--- config.mk ---
export PLATFORM = sky130hd
export DESIGN_NAME = gf_mult_arbiter_flat
export DESIGN_NICKNAME = d
export VERILOG_FILES = /design/src/rtl/gf_mult_arbiter_if.sv /design/src/rtl/gf_mult_arbiter.sv /design/src/flat_wrapper.sv
export SDC_FILE = /design/constraint.sdc
export NUM_CORES = 1
export LEC_CHECK = 0
export ABC_AREA = 0
export CORE_ASPECT_RATIO = 1.1
export CORE_MARGIN = 2
export CORE_UTILIZATION = 35
export CTS_CLUSTER_SIZE = 40
export DETAILED_ROUTE_END_ITERATION = 16
export GPL_TIMING_DRIVEN = 0
export PLACE_DENSITY = 0.71
export SETUP_SLACK_MARGIN = 0.1
export SYNTH_ARGS = -nofsm -noshare
export SYNTH_HDL_FRONTEND = slang
export SYNTH_SLANG_ARGS = --single-unit
--- constraint.sdc ---
create_clock -name clk_i -period 4 [get_ports clk_i]
set_clock_uncertainty 0.05 [all_clocks]
set_input_delay 1 -clock clk_i [delete_from_list [all_inputs] [get_ports clk_i]]
set_output_delay 1 -clock clk_i [all_outputs]
set_load 0.03 [all_outputs]
--- src/rtl/gf_mult_arbiter_if.sv ---
// Bundles the request, response and arithmetic-unit connections of gf_mult_arbiter.
// The slave modport is the arbiter's view; master is the surrounding system's view.
interface gf_mult_arbiter_if #(
    parameter int unsigned NUM_REQ  = 4,
    parameter int unsigned IO_WIDTH = 8
);
    localparam int unsigned IdW = (NUM_REQ > 1) ? $clog2(NUM_REQ) : 1;

    logic [NUM_REQ-1:0]          req_valid_i;
    logic [NUM_REQ-1:0]          req_ready_o;
    logic [NUM_REQ*IO_WIDTH-1:0] req_op_a_i;
    logic [NUM_REQ*IO_WIDTH-1:0] req_op_b_i;
    logic [NUM_REQ*IO_WIDTH-1:0] req_op_c_i;
    logic [NUM_REQ*2-1:0]        req_op_sel_i;

    logic                        rsp_valid_o;
    logic                        rsp_ready_i;
    logic [IO_WIDTH-1:0]         rsp_data_o;
    logic [IdW-1:0]              rsp_id_o;
    logic                        rsp_err_o;

    logic                        mult_trigger_o;
    logic [IO_WIDTH-1:0]         mult_op_a_o;
    logic [IO_WIDTH-1:0]         mult_op_b_o;
    logic [IO_WIDTH-1:0]         mult_op_c_o;
    logic [1:0]                  mult_op_sel_o;
    logic                        mult_busy_i;
    logic [IO_WIDTH-1:0]         mult_result_i;

    modport slave (
        input  req_valid_i, req_op_a_i, req_op_b_i, req_op_c_i, req_op_sel_i,
        output req_ready_o,
        output rsp_valid_o, rsp_data_o, rsp_id_o, rsp_err_o,
        input  rsp_ready_i,
        output mult_trigger_o, mult_op_a_o, mult_op_b_o, mult_op_c_o, mult_op_sel_o,
        input  mult_busy_i, mult_result_i
    );

    modport master (
        output req_valid_i, req_op_a_i, req_op_b_i, req_op_c_i, req_op_sel_i,
        input  req_ready_o,
        input  rsp_valid_o, rsp_data_o, rsp_id_o, rsp_err_o,
        output rsp_ready_i,
        input  mult_trigger_o, mult_op_a_o, mult_op_b_o, mult_op_c_o, mult_op_sel_o,
        output mult_busy_i, mult_result_i
    );
endinterface

--- src/rtl/gf_mult_arbiter.sv ---
// Round-robin sharing of one GF(2^8) unit between NUM_REQ requesters, with a
// hang timeout while waiting for the unit's PENDING->IDLE sequence.
module gf_mult_arbiter #(
    parameter int unsigned NUM_REQ  = 4,
    parameter int unsigned IO_WIDTH = 8,
    parameter int unsigned TIMEOUT  = 16
) (
    input  logic              clk_i,
    input  logic              rst_i,
    gf_mult_arbiter_if.slave  bus
);
    localparam int unsigned IdW  = (NUM_REQ > 1) ? $clog2(NUM_REQ) : 1;
    localparam int unsigned CntW = $clog2(TIMEOUT + 1);
    localparam logic [1:0]  OpRsvd = 2'd3;

    typedef enum logic [1:0] {IDLE, ISSUE, WAIT, RESP} state_e;

    state_e              state_q;
    logic [IdW-1:0]      ptr_q, ptr_d, id_q, grant_id;
    logic [CntW-1:0]     cnt_q;
    logic                seen_busy_q, trigger_q, rsp_valid_q, rsp_err_q;
    logic [IO_WIDTH-1:0] op_a_q, op_b_q, op_c_q, rsp_data_q;
    logic [1:0]          op_sel_q;
    logic [NUM_REQ-1:0]  rot_valid;
    logic                grant_vld, req_fire;
    logic [IO_WIDTH-1:0] grant_a, grant_b, grant_c;
    logic [1:0]          grant_sel;
    int                  pos;

    // Rotate valids so bit 0 is the pointer position; first set bit wins.
    always_comb begin
        rot_valid = NUM_REQ'({bus.req_valid_i, bus.req_valid_i} >> ptr_q);
        grant_vld = 1'b0;
        grant_id  = '0;
        pos       = 0;
        for (int k = 0; k < int'(NUM_REQ); k++) begin
            if (!grant_vld && rot_valid[k]) begin
                grant_vld = 1'b1;
                pos       = int'(ptr_q) + k;
                if (pos >= int'(NUM_REQ)) pos = pos - int'(NUM_REQ);
                grant_id  = IdW'(pos);
            end
        end
        grant_a   = '0;
        grant_b   = '0;
        grant_c   = '0;
        grant_sel = '0;
        for (int k = 0; k < int'(NUM_REQ); k++) begin
            if (grant_id == IdW'(k)) begin
                grant_a   = bus.req_op_a_i[k*IO_WIDTH +: IO_WIDTH];
                grant_b   = bus.req_op_b_i[k*IO_WIDTH +: IO_WIDTH];
                grant_c   = bus.req_op_c_i[k*IO_WIDTH +: IO_WIDTH];
                grant_sel = bus.req_op_sel_i[k*2 +: 2];
            end
        end
        ptr_d    = (grant_id == IdW'(NUM_REQ - 1)) ? '0 : grant_id + IdW'(1);
        req_fire = (state_q == IDLE) && grant_vld && !rst_i;
    end

    always_ff @(posedge clk_i) begin
        if (rst_i) begin
            state_q     <= IDLE;
            ptr_q       <= '0;
            id_q        <= '0;
            cnt_q       <= '0;
            seen_busy_q <= 1'b0;
            trigger_q   <= 1'b0;
            rsp_valid_q <= 1'b0;
            rsp_err_q   <= 1'b0;
            rsp_data_q  <= '0;
            op_a_q      <= '0;
            op_b_q      <= '0;
            op_c_q      <= '0;
            op_sel_q    <= '0;
        end else begin
            case (state_q)
                IDLE: begin
                    if (req_fire) begin
                        op_a_q   <= grant_a;
                        op_b_q   <= grant_b;
                        op_c_q   <= grant_c;
                        op_sel_q <= grant_sel;
                        id_q     <= grant_id;
                        ptr_q    <= ptr_d;
                        if (grant_sel == OpRsvd) begin
                            state_q     <= RESP;
                            rsp_valid_q <= 1'b1;
                            rsp_err_q   <= 1'b1;
                            rsp_data_q  <= '0;
                        end else begin
                            state_q   <= ISSUE;
                            trigger_q <= 1'b1;
                        end
                    end
                end
                ISSUE: begin
                    trigger_q   <= 1'b0;
                    seen_busy_q <= 1'b0;
                    cnt_q       <= '0;
                    state_q     <= WAIT;
                end
                WAIT: begin
                    cnt_q <= cnt_q + CntW'(1);
                    if (bus.mult_busy_i) seen_busy_q <= 1'b1;
                    // Completion is checked first so it wins over a same-cycle timeout.
                    if (!bus.mult_busy_i && seen_busy_q) begin
                        state_q     <= RESP;
                        rsp_valid_q <= 1'b1;
                        rsp_err_q   <= 1'b0;
                        rsp_data_q  <= bus.mult_result_i;
                    end else if (cnt_q == CntW'(TIMEOUT - 1)) begin
                        state_q     <= RESP;
                        rsp_valid_q <= 1'b1;
                        rsp_err_q   <= 1'b1;
                        rsp_data_q  <= '0;
                    end
                end
                RESP: begin
                    if (bus.rsp_ready_i) begin
                        rsp_valid_q <= 1'b0;
                        state_q     <= IDLE;
                    end
                end
                default: state_q <= IDLE;
            endcase
        end
    end

    assign bus.req_ready_o    = req_fire ? (NUM_REQ'(1) << grant_id) : '0;
    assign bus.rsp_valid_o    = rsp_valid_q;
    assign bus.rsp_data_o     = rsp_data_q;
    assign bus.rsp_id_o       = id_q;
    assign bus.rsp_err_o      = rsp_err_q;
    assign bus.mult_trigger_o = trigger_q;
    assign bus.mult_op_a_o    = op_a_q;
    assign bus.mult_op_b_o    = op_b_q;
    assign bus.mult_op_c_o    = op_c_q;
    assign bus.mult_op_sel_o  = op_sel_q;

endmodule
--- src/flat_wrapper.sv ---
// flat-port wrapper written by rule: the top's interface ports become plain ports
module gf_mult_arbiter_flat 
#(
    parameter int unsigned NUM_REQ  = 4,
    parameter int unsigned IO_WIDTH = 8,
    parameter int unsigned TIMEOUT  = 16
)
  (clk_i, rst_i, bus_req_valid_i, bus_req_op_a_i, bus_req_op_b_i, bus_req_op_c_i, bus_req_op_sel_i, bus_req_ready_o, bus_rsp_valid_o, bus_rsp_data_o, bus_rsp_id_o, bus_rsp_err_o, bus_rsp_ready_i, bus_mult_trigger_o, bus_mult_op_a_o, bus_mult_op_b_o, bus_mult_op_c_o, bus_mult_op_sel_o, bus_mult_busy_i, bus_mult_result_i);
  gf_mult_arbiter_if #(.NUM_REQ(NUM_REQ), .IO_WIDTH(IO_WIDTH)) bus_i ();
  input  logic clk_i;
  input  logic rst_i;
  input wire logic [$bits(bus_i.req_valid_i)-1:0] bus_req_valid_i;
  input wire logic [$bits(bus_i.req_op_a_i)-1:0] bus_req_op_a_i;
  input wire logic [$bits(bus_i.req_op_b_i)-1:0] bus_req_op_b_i;
  input wire logic [$bits(bus_i.req_op_c_i)-1:0] bus_req_op_c_i;
  input wire logic [$bits(bus_i.req_op_sel_i)-1:0] bus_req_op_sel_i;
  output wire logic [$bits(bus_i.req_ready_o)-1:0] bus_req_ready_o;
  output wire logic [$bits(bus_i.rsp_valid_o)-1:0] bus_rsp_valid_o;
  output wire logic [$bits(bus_i.rsp_data_o)-1:0] bus_rsp_data_o;
  output wire logic [$bits(bus_i.rsp_id_o)-1:0] bus_rsp_id_o;
  output wire logic [$bits(bus_i.rsp_err_o)-1:0] bus_rsp_err_o;
  input wire logic [$bits(bus_i.rsp_ready_i)-1:0] bus_rsp_ready_i;
  output wire logic [$bits(bus_i.mult_trigger_o)-1:0] bus_mult_trigger_o;
  output wire logic [$bits(bus_i.mult_op_a_o)-1:0] bus_mult_op_a_o;
  output wire logic [$bits(bus_i.mult_op_b_o)-1:0] bus_mult_op_b_o;
  output wire logic [$bits(bus_i.mult_op_c_o)-1:0] bus_mult_op_c_o;
  output wire logic [$bits(bus_i.mult_op_sel_o)-1:0] bus_mult_op_sel_o;
  input wire logic [$bits(bus_i.mult_busy_i)-1:0] bus_mult_busy_i;
  input wire logic [$bits(bus_i.mult_result_i)-1:0] bus_mult_result_i;
  assign bus_i.req_valid_i = bus_req_valid_i;
  assign bus_i.req_op_a_i = bus_req_op_a_i;
  assign bus_i.req_op_b_i = bus_req_op_b_i;
  assign bus_i.req_op_c_i = bus_req_op_c_i;
  assign bus_i.req_op_sel_i = bus_req_op_sel_i;
  assign bus_req_ready_o = bus_i.req_ready_o;
  assign bus_rsp_valid_o = bus_i.rsp_valid_o;
  assign bus_rsp_data_o = bus_i.rsp_data_o;
  assign bus_rsp_id_o = bus_i.rsp_id_o;
  assign bus_rsp_err_o = bus_i.rsp_err_o;
  assign bus_i.rsp_ready_i = bus_rsp_ready_i;
  assign bus_mult_trigger_o = bus_i.mult_trigger_o;
  assign bus_mult_op_a_o = bus_i.mult_op_a_o;
  assign bus_mult_op_b_o = bus_i.mult_op_b_o;
  assign bus_mult_op_c_o = bus_i.mult_op_c_o;
  assign bus_mult_op_sel_o = bus_i.mult_op_sel_o;
  assign bus_i.mult_busy_i = bus_mult_busy_i;
  assign bus_i.mult_result_i = bus_mult_result_i;
  gf_mult_arbiter #(.NUM_REQ(NUM_REQ), .IO_WIDTH(IO_WIDTH), .TIMEOUT(TIMEOUT)) u_core (.clk_i(clk_i), .rst_i(rst_i), .bus(bus_i));
endmodule
* Word-level counts from Yosys, hierarchy flattened
Cells that the tools add are included.
** Storage, ports and cells
- Register bits :: 49
- Input bits :: 120
- Output and inout bits :: 43
- Word-level logic and storage cells :: 120
** Operators by class
- $add $sub $neg :: 9
- Order comparisons :: 4
- Equal/unequal tests :: 14
- Shift-type cells :: 2
- Multiplexer cells :: 55
- Reductions and logical operators :: 23
** Operators with widths (count)
- 2-to-1 mux 8 bit :: 16
- 2-to-1 mux 2 bit :: 18
- one-hot mux 8 bit (2 select lines) :: 1
- 2-to-1 mux 1 bit :: 13
- equality test 2 bit, second input constant :: 5
- one-hot mux 5 bit (2 select lines) :: 1
- greater-or-equal comparator 3 bit, second input constant :: 3
- inequality test 2 bit, second input constant :: 4
- one-hot mux 2 bit (4 select lines) :: 1
- >> shifter 8 x 2 -> 4 bit :: 1
- subtractor 2 x 1 -> 2 bit, second input constant :: 4
- adder 2 x 2 -> 3 bit, second input constant :: 2
- logical AND 1 bit :: 6
- one-hot mux 1 bit (2 select lines) :: 3
- AND reduction 3 bit :: 2
- nonzero test 2 bit :: 3
- adder 5 x 1 -> 5 bit, second input constant :: 1
- equality test 5 x 4 -> 1 bit, second input constant :: 1
- logical NOT 1 bit :: 5
- AND reduction 5 bit :: 1
- equality test 2 x 1 -> 1 bit, second input constant :: 2
- logical NOT 2 bit :: 2
- 2-to-1 mux 4 bit :: 1
- AND reduction 2 bit :: 2
- other kinds (9) :: 9

* Logic depth before layout (Yosys ltp)
- Depth after elaboration :: 20
- Mapped depth :: 13
- Gate-level depth less buffers :: 11

* Least setup slack after synthesis
No wires, ideal clock.
- Kind :: input to output
- Start point :: input bus_req_valid_i[0]
- End point :: output bus_req_ready_o[3]
- Arrival time :: 2.654 ns
- Required time :: 2.950 ns
- Setup slack :: 0.296 ns
- Stages on the path :: 6
- Buffers on the path :: 2
- Cells stage by stage :: a221o_1 a22oi_1 ha_1 buf_2 clkbuf_1 and2_1
** On the way
- Elaborated cells on any way between the ends :: 19
- Classes of those cells :: shift (2); mux (9); reduce/logical (8)
** RTL lines
- from (decl) :: RTL line flat_wrapper.sv:12 : input wire logic [$bits(bus_i.req_valid_i)-1:0] bus_req_valid_i;
- >> shifter 8 x 2 -> 4 bit (*) :: RTL line gf_mult_arbiter.sv:32 : rot_valid = NUM_REQ'({bus.req_valid_i, bus.req_valid_i} >> ptr_q);
- 2-to-1 mux 1 bit :: RTL line gf_mult_arbiter.sv:37 : if (!grant_vld && rot_valid[k]) begin
- logical NOT 1 bit :: RTL line gf_mult_arbiter.sv:37
- logical AND 1 bit :: RTL line gf_mult_arbiter.sv:37
- 2-to-1 mux 1 bit :: RTL line gf_mult_arbiter.sv:37
- logical NOT 1 bit :: RTL line gf_mult_arbiter.sv:37
- logical AND 1 bit :: RTL line gf_mult_arbiter.sv:37
- 2-to-1 mux 1 bit :: RTL line gf_mult_arbiter.sv:37
- logical NOT 1 bit :: RTL line gf_mult_arbiter.sv:37
- logical AND 1 bit :: RTL line gf_mult_arbiter.sv:37
- 2-to-1 mux 2 bit (*) :: RTL line gf_mult_arbiter.sv:37
- via u_core.grant_id[0] :: RTL line gf_mult_arbiter.sv:19 : logic [IdW-1:0] ptr_q, ptr_d, id_q, grant_id;
- left shift 1 x 2 -> 4 bit (*) :: RTL line gf_mult_arbiter.sv:129 : assign bus.req_ready_o = req_fire ? (NUM_REQ'(1) << grant_id) : '0;
- 2-to-1 mux 4 bit (*) :: RTL line gf_mult_arbiter.sv:129
- to (decl) :: RTL line flat_wrapper.sv:17 : output wire logic [$bits(bus_i.req_ready_o)-1:0] bus_req_ready_o;
Mark *: on every way through the listed nets, which the timed path passes. The rest lies on a longest branch.

* Worst setup path in the final report
- Start point :: input bus_req_valid_i[3]
- End point :: output bus_req_ready_o[3]
Same word-level chain as after synthesis.

==> out/results.tsv <==
stage	metric	value	unit
sta	setup_violations	0	
sta	rsz0062_at_grt	false	
sta	worst_pin_slew	0.583	ns
floorplan	start_util	36.4	%
flow_run	drv_cap	0	
synth	synth_adder_area_share	4.30	%
worst_setup_path	r2r_cells	12	
final_layout	nets	668	
pwr	power.switching	1.34	mW
status	status	completed	
sta	hold_viol_final	0	
synth	synth_xor_area_share	0	%
routing	drc	0	
pwr	power_frac_comb	62.4	%
clocking	clkLatencyLatePin	0.30	ns
clocking	cts_tree	yes	
routing	drt-vias-per-instance	5.32	
worst_hold_path	hold_class	flop to flop	
final_layout	stdcell_count	647	
floorplan	rows	34	
floorplan	core_region_area	0.00800	mm2
worst_setup_path	startpoint_type	primary input	
sta	finalSetupTns	0	ns
placed_design	hpwl	8610	um
routing	firstDrtPassIters	4	
synth	synth_area_per_cell	7.96	um2
clocking	cts_root_buf	clkbuf_8	
worst_setup_path	crit_family	buffers and inverters	
floorplan	die_h	99.7	um
routing	drtIter0Drc	141	
placed_design	gp_congestion	0.837	
placed_design	place_area	0.00467	mm2
pwr	seqPwrFrac	25.4	%
clocking	clkTransAtPathRegs	0.09	ns
worst_hold_path	hp-start	u_core.bus.rsp_data_o[1]$_SDFFE_PP0P_	
routing	num_vias	3439	
floorplan	die_area	0.00907	mm2
pwr	leakage	1.75	nW
worst_setup_path	critical_path_class	primary input to primary output	
synth	synthSimpleGateAreaFrac	25.3	%
clocking	cts.sinks	49	
synth	ys_async_sr_fraction	0	%
final_layout	area_growth	66.3	%
clocking	cts_buffer_depth	2	
sta	fin_crit_sh	96.5	%
worst_setup_path	cp.buffers_inverters	7	
synth	synth_top_family_by_area	compound AO/OA/AOI/OAI gates	
floorplan	die_w	91.0	um
global_routing	antenna_found_initial	0	
synth	ys_ff_latch	49	
worst_setup_path	cp.depth	11	
sta	max_freq	0.259	GHz
placed_design	placedCellCount	636	
final_layout	nFillCells	746	
placed_design	io_buffers	162	
sta	relSlewSlack	61.1	%
worst_hold_path	min_path_cells	2	
clocking	htreeDepth	2	
worst_setup_path	cpPeakStageDelay	0.30	ns
final_layout	multi_input_area	0.00176	mm2
synth	synth.distinct_cells	42	
final_layout	seqCellArea	981	um2
synth	synthesis.nets	496	
pwr	peakVddDrop	255	uV
synth	muxShareOfSynthArea	0.773	%
floorplan	num_io_pins	163	
routing	ant_nets	0	
synth	ys.warnings.count	0	
synth	synth_compound_area_share	29.3	%
pwr	power_density	608	mW/mm2
final_layout	n_antenna_cell	0	
final_layout	design_area	0.00484	mm2
synth	synth_area	0.00291	mm2
placed_design	place_ws	-1.27	ns
global_routing	overflow	0	
worst_setup_path	cp-end-kind	primary output	
global_routing	grtUsageTotal	23.4	%
sta	worst_slack	0.139	ns
sta	fin_hold_ws	0.431	ns
pwr	sw_frac_of_total	45.5	%
pwr	power_frac_clock	12.2	%
worst_setup_path	crit_path_cell_trace	clkdlybuf4s15_2 -> inv_2 -> a221o_1 -> a22oi_2 -> buf_4 -> buf_4 -> ha_2 -> buf_6 -> clkbuf_8 -> and2_1 -> buf_6	
worst_setup_path	reg2reg_from	u_core.ptr_q[0]$_SDFFE_PP0P_	
worst_setup_path	critPathMaxFanout	10	
sta	report.final.slew_viol_count	0	
global_routing	grt_max_degree	16	
final_layout	drive_gt1_share	7.24	%
pwr	internal-power	1.61	mW
synth	ys_seq_area_share	33.7	%
synth	syn_inst	366	
sta	min_period	3.86	ns
synth	synth_edf_count	0	
worst_setup_path	arrival	2.81	ns
global_routing	first_global_vias	3393	
worst_setup_path	worst_path_max_delay_cell	a221o_1	
routing	drt_wl_total	11000	um
clocking	numCtsBuffers	5	
worst_setup_path	crit_path_start	bus_req_valid_i[3]	
routing	wire_per_inst	17.0	um
global_routing	grt_pass1_wl	17400	um
synth	synth_ff_type	dfxtp_1	
worst_setup_path	worstPathRequired	2.95	ns
[cell usage after synthesis (2+ instances only)]
| master | count | area (um2) |
|---|---|---|
| a211oi_1 | 2 | 15.0 |
| a21oi_1 | 47 | 235 |
| a221o_1 | 2 | 20.0 |
| a221oi_1 | 25 | 219 |
| a22oi_1 | 2 | 15.0 |
| a31oi_1 | 2 | 12.5 |
| and2_1 | 5 | 31.3 |
| buf_2 | 4 | 20.0 |
| clkbuf_1 | 28 | 105 |
| dfxtp_1 | 49 | 981 |
| ha_1 | 10 | 125 |
| inv_1 | 15 | 56.3 |
| mux2_2 | 2 | 22.5 |
| nand2_1 | 12 | 45.0 |
| nand3_1 | 10 | 50.1 |
| nand3b_1 | 27 | 203 |
| nor2_1 | 10 | 37.5 |
| nor2b_1 | 26 | 163 |
| nor3_1 | 28 | 140 |
| nor3b_1 | 2 | 15.0 |
| o21ai_0 | 37 | 185 |
[through the flow]
| step | power [mW] | util [%] |
|---|---|---|
| 2_1_floorplan | 1.84 | - |
| 4_1_cts | 2.95 | 60.8 |
| 5_1_grt | 3.14 | 60.6 |
| 6_report | 2.94 | 60.6 |
| 3_3_place_gp | 2.53 | 58.4 |
| 3_5_place_dp | 2.55 | 58.4 |
[tightest hold or removal path: cells and delay by family, from the launching register on]
kind	cells	cell delay, ns
compound gates	2	0.12
flops	1	0.32
[repair_timing]
action / 4_1_cts / 5_1_grt
cloned: 0 / 0
setup endpoints to repair: 21 / 4
resized for setup: 44 / 10
hold buffers: 0 / 0
pin swaps: 1 / 1
setup buffers: 3 / 1
[power by group through the flow]
stage / clock network (mW) / logic, mW / registers (mW)
after global placement: 0 / 1.78 / 0.748
after floorplan: 0 / 0.813 / 1.03
after CTS: 0.365 / 1.84 / 0.747
after detailed placement: 0 / 1.79 / 0.758
after global routing: 0.387 / 1.98 / 0.770
final: 0.359 / 1.84 / 0.749
[cell type report]
class	count	area share, %
multi-input combinational	268	36.3
timing repair buffer	166	33.7
sequential	49	20.3
buffer	33	3.56
tap	108	2.79
clock buffer	6	1.50
inverter	15	1.16
clock inverter	2	0.801
[cell families (layout without fill, tap and decap cells)]
kind of cell    count (synthesis)  in the layout
simple gates                  127            127
mux                             2              2
compound gates                129            129
fa+ha+maj                      10             10
buf+inv                        49            222
flops                          49             49
[placed cells by master, fill, tap and decap left out, types with 2 or more instances in the layout]
master	instances
clkdlybuf4s50_1	154
dfxtp_1	49
a21oi_1	47
o21ai_0	37
nor3_1	28
nand3b_1	27
nor2b_1	26
clkbuf_1	25
a221oi_1	25
inv_1	14
nand2_1	12
nor2_1	10
nand3_1	10
ha_1	8
clkbuf_8	7
buf_4	6
and2_1	5
buf_6	4
buf_2	4
a221o_1	2
o41ai_4	2
clkbuf_2	2
mux2_2	2
a31oi_1	2
a211oi_1	2
nor3b_1	2
ha_2	2
[path summary, 6_finish.rpt]
path	to	slack (ns)
setup / recovery	bus_req_ready_o[3]	0.14
hold / removal	u_core.bus.rsp_data_o[1]$_SDFFE_PP0P_	0.43
setup reg to reg	u_core.bus.rsp_data_o[5]$_SDFFE_PP0P_	0.85
hold reg to reg	u_core.bus.rsp_data_o[1]$_SDFFE_PP0P_	0.43
[sequential cells by signal, indices dropped and copies added, names as in the netlist]
name	count
u_core.bus.rsp_id_o	2
u_core.bus.rsp_err_o	1
u_core.bus.mult_op_c_o	8
u_core.state_q	2
u_core.bus.mult_trigger_o	1
u_core.cnt_q	5
u_core.bus.rsp_data_o	8
u_core.bus.mult_op_b_o	8
u_core.seen_busy_q	1
u_core.bus.mult_op_a_o	8
u_core.ptr_q	2
u_core.bus.mult_op_sel_o	2
u_core.bus.rsp_valid_o	1
[per-layer routing]
metal	wire, um	GRT usage [%]	share of wire [%]	up-vias
li1	-	-	-	1687
met1	4660	29.0	42	1597
met2	5250	40.3	48	140
met3	918	6.67	8.4	15
met4	158	5.83	1.4	0
met5	0	0	0	-
Note: power is estimated with default switching activity, not from simulation.
